[src/rtl/alu_seq_ctrl.sv]
// Sequencer for a downstream registered ALU: issues two-operand instructions out of
// an 8-entry register file and writes the ALU result back; exposes a host port.
module alu_seq_ctrl #(
  parameter int N = 32
) (
  input  logic         clk,
  input  logic         rst_n,
  input  logic         instr_valid,
  output logic         instr_ready,
  input  logic [11:0]  instr,
  input  logic         wr_en,
  input  logic [2:0]   wr_addr,
  input  logic [N-1:0] wr_data,
  input  logic [2:0]   rd_addr,
  output logic [N-1:0] rd_data,
  output logic [N-1:0] alu_a,
  output logic [N-1:0] alu_b,
  output logic [2:0]   alu_select,
  input  logic [N-1:0] alu_result,
  input  logic         alu_z,
  input  logic         alu_ov,
  input  logic         alu_c,
  output logic         done,
  output logic         err,
  output logic         flag_z,
  output logic         flag_ov,
  output logic         flag_c
);

  localparam logic [1:0] IDLE  = 2'd0;
  localparam logic [1:0] ISSUE = 2'd1;
  localparam logic [1:0] WB    = 2'd2;

  localparam logic [2:0] OP_SUB = 3'b101;
  localparam logic [2:0] OP_ADD = 3'b110;

  function automatic logic op_legal(input logic [2:0] op);
    logic ok;
    case (op)
      3'b010:  ok = 1'b0;
      3'b111:  ok = 1'b0;
      default: ok = 1'b1;
    endcase
    return ok;
  endfunction

  logic [1:0]   state_q, state_d;
  logic [11:0]  instr_q, instr_d;
  logic [N-1:0] rf_q [8];
  logic [N-1:0] rf_d [8];
  logic [N-1:0] alu_a_q, alu_a_d;
  logic [N-1:0] alu_b_q, alu_b_d;
  logic [2:0]   alu_select_q, alu_select_d;
  logic         done_q, done_d;
  logic         err_q, err_d;
  logic         flag_z_q, flag_z_d;
  logic         flag_ov_q, flag_ov_d;
  logic         flag_c_q, flag_c_d;

  // Sequencing, operand capture, pulses and flag updates.
  // A host write landing on the same accept edge is forwarded into the operands.
  always_comb begin
    state_d      = state_q;
    instr_d      = instr_q;
    alu_a_d      = '0;
    alu_b_d      = '0;
    alu_select_d = 3'b000;
    done_d       = 1'b0;
    err_d        = 1'b0;
    flag_z_d     = flag_z_q;
    flag_ov_d    = flag_ov_q;
    flag_c_d     = flag_c_q;
    case (state_q)
      IDLE: begin
        if (instr_valid) begin
          instr_d = instr;
          if (op_legal(instr[11:9])) begin
            state_d      = ISSUE;
            alu_select_d = instr[11:9];
            alu_a_d      = (wr_en && (wr_addr == instr[5:3])) ? wr_data : rf_q[instr[5:3]];
            alu_b_d      = (wr_en && (wr_addr == instr[2:0])) ? wr_data : rf_q[instr[2:0]];
          end else begin
            err_d = 1'b1;
          end
        end else begin
          state_d = IDLE;
        end
      end
      ISSUE: begin
        state_d = WB;
        done_d  = 1'b1;
      end
      WB: begin
        state_d  = IDLE;
        flag_z_d = alu_z;
        if (instr_q[11:9] == OP_SUB) begin
          flag_ov_d = alu_ov;
        end else begin
          flag_ov_d = flag_ov_q;
        end
        if (instr_q[11:9] == OP_ADD) begin
          flag_c_d = alu_c;
        end else begin
          flag_c_d = flag_c_q;
        end
      end
      default: state_d = IDLE;
    endcase
  end

  // Register-file next state: host writes only in IDLE, ALU write-back in WB.
  always_comb begin
    for (int i = 0; i < 8; i++) begin
      rf_d[i] = rf_q[i];
    end
    case (state_q)
      IDLE: begin
        if (wr_en) begin
          rf_d[wr_addr] = wr_data;
        end else begin
          rf_d[wr_addr] = rf_q[wr_addr];
        end
      end
      WB:      rf_d[instr_q[8:6]] = alu_result;
      default: rf_d[0] = rf_q[0];
    endcase
  end

  // State, datapath and status registers.
  always_ff @(posedge clk or negedge rst_n) begin
    if (!rst_n) begin
      state_q      <= IDLE;
      instr_q      <= 12'h000;
      alu_a_q      <= '0;
      alu_b_q      <= '0;
      alu_select_q <= 3'b000;
      done_q       <= 1'b0;
      err_q        <= 1'b0;
      flag_z_q     <= 1'b0;
      flag_ov_q    <= 1'b0;
      flag_c_q     <= 1'b0;
      for (int i = 0; i < 8; i++) begin
        rf_q[i] <= '0;
      end
    end else begin
      state_q      <= state_d;
      instr_q      <= instr_d;
      alu_a_q      <= alu_a_d;
      alu_b_q      <= alu_b_d;
      alu_select_q <= alu_select_d;
      done_q       <= done_d;
      err_q        <= err_d;
      flag_z_q     <= flag_z_d;
      flag_ov_q    <= flag_ov_d;
      flag_c_q     <= flag_c_d;
      for (int i = 0; i < 8; i++) begin
        rf_q[i] <= rf_d[i];
      end
    end
  end

  // Ready is gated by rst_n so it reads low throughout reset.
  assign instr_ready = rst_n && (state_q == IDLE);
  assign rd_data     = rf_q[rd_addr];
  assign alu_a       = alu_a_q;
  assign alu_b       = alu_b_q;
  assign alu_select  = alu_select_q;
  assign done        = done_q;
  assign err         = err_q;
  assign flag_z      = flag_z_q;
  assign flag_ov     = flag_ov_q;
  assign flag_c      = flag_c_q;

endmodule

[config.mk]
export PLATFORM = sky130hd
export DESIGN_NAME = alu_seq_ctrl
export DESIGN_NICKNAME = d
export VERILOG_FILES = /design/src/rtl/alu_seq_ctrl.sv
export SDC_FILE = /design/constraint.sdc
export NUM_CORES = 1
export LEC_CHECK = 0
export BUFFER_PORTS_ARGS = -buffer_cell sky130_fd_sc_hd__buf_2
export CAP_MARGIN = 20
export CORE_AREA = 4 4 258 260
export CTS_BUF_LIST = sky130_fd_sc_hd__clkbuf_8
export DETAILED_ROUTE_END_ITERATION = 10
export DIE_AREA = 0 0 262 264
export PLACE_DENSITY_LB_ADDON = 0.15
export SLEW_MARGIN = 30
export SYNTH_ARGS = -nofsm -noshare
export SYNTH_HDL_FRONTEND = slang
export SYNTH_SLANG_ARGS = --single-unit
[constraint.sdc]
create_clock -name clk -period 2.6 [get_ports clk]
set_input_delay 0.26 -clock clk [delete_from_list [all_inputs] [get_ports clk]]
set_output_delay 0.26 -clock clk [all_outputs]
set_load 0.01 [all_outputs]
==> run summary <==
The run finished with clean final reports. Summing the areas of all fa, ha and maj instances in the mapped netlist gives 0% of the synthesized area. Headroom to the max-slew limit came out at 37.4%. After detailed routing, the average wire length per cell comes to 31.3 um.

Of the total power, the clock network draws 21.9%. For the global-route wire length before repair, the log shows 145,000 um. The tools report the kind of capture point of the worst setup path as an output port. Count of cell types in the netlist: 56. In this run the vertical extent of the chip is 264 um. The logs give 40.2% for the register share of total power and 34.7% for the starting density of the core.

Walking the worst path, the cells encountered are mux4_2 > mux2_2 > buf_2. Net switching is 38.6% of the power. Of all nets on the critical path, the largest fanout is 5. Across the routed clock network, the largest skew measured is 0.0338 ns. The tools report the required arrival time at the worst endpoint as 2.34 ns. The worst-case IR drop observed on VDD is 0.350 mV. The share of the yosys chip area belonging to registers is 37.8%.

The met1 usage in global routing came out at 38.0%. The post-place instance area is 24,700 sq um, and the total number of vias is 20,506. Once layout is done, the placed cells without fillers occupy 26,800 sq um.

The switching power total was 9.71 mW. The finished layout holds 3,166 standard cells, fillers aside. Type of the most critical hold path: input pin to register. The cell area that synthesis handed to floorplanning was 22,200 sq um. The H-tree was split into 3 levels. On the worst path, the slowest cell contributes a delay of 0.49 ns. At the pin with the least slew margin, the transition time is 0.938 ns. The number of nets handed over by synthesis was 2,133. The tools report the global-route met2 utilization as 44.4%. Leading register cell type out of synthesis: dfrtp_1.

The tool flagged a number of max-cap violations equal to 0. The share of flip-flops with an asynchronous set or reset after synthesis was 100%; the synthesized netlist cell count was 2,044. The pin count of the biggest net entering global routing is 115, and the final number of setup-violating endpoints is 0. Library cell with the largest summed area after synthesis: dfrtp_1. The buffers plus inverters on the worst setup path came out at 1.

The synthesized design contains 0 enable-type register cells. The kind of cell with the highest combined delay along the critical path is multiplexers. The number of detailed-route iterations in the first pass came out at 6. The classification of the worst setup path was register to output port. In the global route stage, met3 resource usage came out at 5.78%. The compound-cell area share of the yosys netlist came out at 22.6%.

Dividing the synthesized area by the synthesized cell count gives 10.9 sq um. The area share of the leading cell type in the synthesized netlist works out to 37.8%. Setup repair after global routing left no endpoint under its margin. After Yosys synthesis, XOR and XNOR cells account for 0.276% of the synthesized area.

The DRC violations left was 0; the arrival time of data at the critical path endpoint was 2.10 ns. The average via count per standard cell works out to 6.48. Buffers placed on the I/O ports in this run total 193.

The logs give 194 for the I/O pin total and 20,944 for the number of global-route vias before repair. Once placement completed, the tool counted placed cells totaling 2,976. Of the available clock period, the critical path in the final layout requires 90.6%. The signed area change from the synthesized netlist to the final layout is 20.3%, and the number of flip-flops and latches in the synthesized netlist is 336.

The total overflow left after global routing is 0. TritonCTS built the clock tree. The remaining antenna violation count after routing is 0, and the total setup buffers inserted after CTS is 0.

Hold repair after CTS inserted 75 buffers. The library cell used as clock root buffer was clkbuf_8. The die covers 69,200 sq um. The run gives 0 as the number of gates resized after CTS. The most common cell in the netlist was dfrtp_1.

The analysis attributes to cell leakage a power of 11.2 nW. Main combinational cell family by area after synthesis: multiplexers. The number of max-slew violations in the final report was 0; the number of clock buffers inserted by TritonCTS was 67. The simple-gate area share of the yosys netlist was 6.10%; the cell row count was 93. The number of hold violations in the final report came out at 0. The slowest stage of the critical path is the mux4_2 cell. After clock tree synthesis, the clock-pin slew on the worst setup and hold paths is 0.06 ns. The startpoint kind of the worst setup timing path was a register. The peak-usage layer in the global routing report was met2.

The achievable frequency was 425 MHz. The region available for standard cell placement spans 64,100 sq um. Internal cell power: 15.5 mW. The total power per unit cell area came out at 941 nW/um^2. For this block, the initial DRC count from the detailed router was 2,339.

The number of antenna violations at the first check in global routing came out at 1. For the CTS sink count, the log shows 336. The shortest period the worst path allows came out at 2.36 ns.

Across all register-to-register paths, the minimum setup slack is 0.28 ns. The logs give 37.9% for the combinational group share of total power and 0 for the yosys synthesis warning count. The run gives 3 as the maximum number of buffers from clock root to sink.

The fraction of layout cells with a size suffix above 1 is 30.2%. Sorting the synthesized cells by area gives the leading types as dfrtp_1 38%, mux4_2 19%, a22oi_1 7.0%. The congestion estimate from routability-driven global placement came to 0.861.

Detailed placement ended at an HPWL of 62,000 um. The die width was 262 um; the clock latency on the worst-skew pair was 0.67 ns. Wires add up to 99,000 um. Adding up every negative setup slack in the final design gives 0 ns. After synthesis, the most frequently instantiated cells are 336 x dfrtp_1, 261 x o21ai_0, 207 x a22oi_1, 192 x mux4_2, 158 x clkbuf_1. The mux contribution to synthesized area is 28.4%. The final layout net count came out at 2,355.

In the global route stage, overall resource usage came out at 28.2%.
## kinds of logic (layout without fill, tap and decap cells)
logic type | Yosys count | in the layout
compound gates | 795 | 795
mux | 383 | 383
flops | 336 | 336
simple gates | 271 | 271
buf+inv | 252 | 518
xor+xnor | 7 | 7
other cells | 0 | 1
## routing by layer
| metal | routed length, um | vias up |
|---|---|---|
| met5 | 0 | - |
| met4 | 4030 | 0 |
| met3 | 9240 | 257 |
| met2 | 46200 | 1277 |
| met1 | 39500 | 10435 |
| li1 | - | 8537 |
## state kept, by name, summed over array words and instances (netlist names)
register	flops
rf_q	256
alu_a	32
alu_b	32
instr_q	6
alu_select	3
state_q	2
done	1
err	1
flag_c	1
flag_ov	1
flag_z	1
## layout make-up
class	instances	area, sq um
clock buffer	85	1170
clock inverter	28	143
tap	855	1070
timing repair buffer	398	3040
inverter	7	26.3
multi-input combinational	1456	12900
sequential	336	8410
fill	6129	37400
antenna	1	2.50
## power groups by stage
stage                     Clock, mW  Combinational [mW]  Sequential [mW]
final                          5.51                9.54             10.1
after global routing           5.89                10.4             10.4
after CTS                      5.64                9.51             9.96
after detailed placement          0                9.38             10.0
after global placement            0                9.24             9.90
after floorplan                   0                6.78             9.04
## through the flow
| stage | setup WS, ns | hold WS, ns | total power [mW] | util, % |
|---|---|---|---|---|
| after floorplan | 0.571 | -0.0356 | 15.8 | - |
| after global placement | 0.194 | 0.183 | 19.1 | 38.5 |
| after detailed placement | 0.205 | 0.183 | 19.4 | 38.5 |
| after CTS | 0.212 | 0.00771 | 25.1 | 41.7 |
| after global routing | 0.203 | 0.0411 | 26.6 | 41.7 |
| final | 0.245 | 0.0446 | 25.2 | 41.7 |
## path summary, 6_finish.rpt
kind	start	depth (start not counted)	endpoint
min in group asynchronous	rst_n	2	rf_q[221]
worst min-delay path	alu_result[15]	3	rf_q[111]
worst max register to register	instr_q[6]	6	rf_q[144]
worst max-delay path	rf_q[142]	3	rd_data[14]
worst min register to register	flag_z	2	flag_z
max in group asynchronous	rst_n	3	rf_q[17]
## cells in the final DEF, fill, tap and decap left out, types with 6 or more instances in the layout
cell type and count:
o21ai_1 37, o2bb2ai_1 8, nor2_1 92, a31oi_1 24
buf_4 106, o211ai_1 16, clkbuf_8 85, buf_2 188
nand3_1 54, a22oi_1 207, a32oi_1 24, or3_1 10
o21ai_0 259, nand3b_1 6, dfrtp_1 336, dlygate4sd3_1 75
nor3_1 6, mux2i_1 124, buf_12 25, o32a_1 15
mux2_2 67, nand2_1 38, nand2b_1 30, xnor2_1 7
o21a_1 9, a211o_1 6, mux4_2 192, inv_1 26
a21oi_1 125, o22a_1 13, clkinv_2 6
## worst register-to-register path, delay by kind of cell, from the launching register on
family                 cells  cell delay, ns
buffers and inverters      1            0.22
DFF                        1            0.51
and+or+nand+nor            2            0.42
AOI/OAI and AO/OA          3            1.06
No activity file was read; power rests on OpenSTA's default activity.
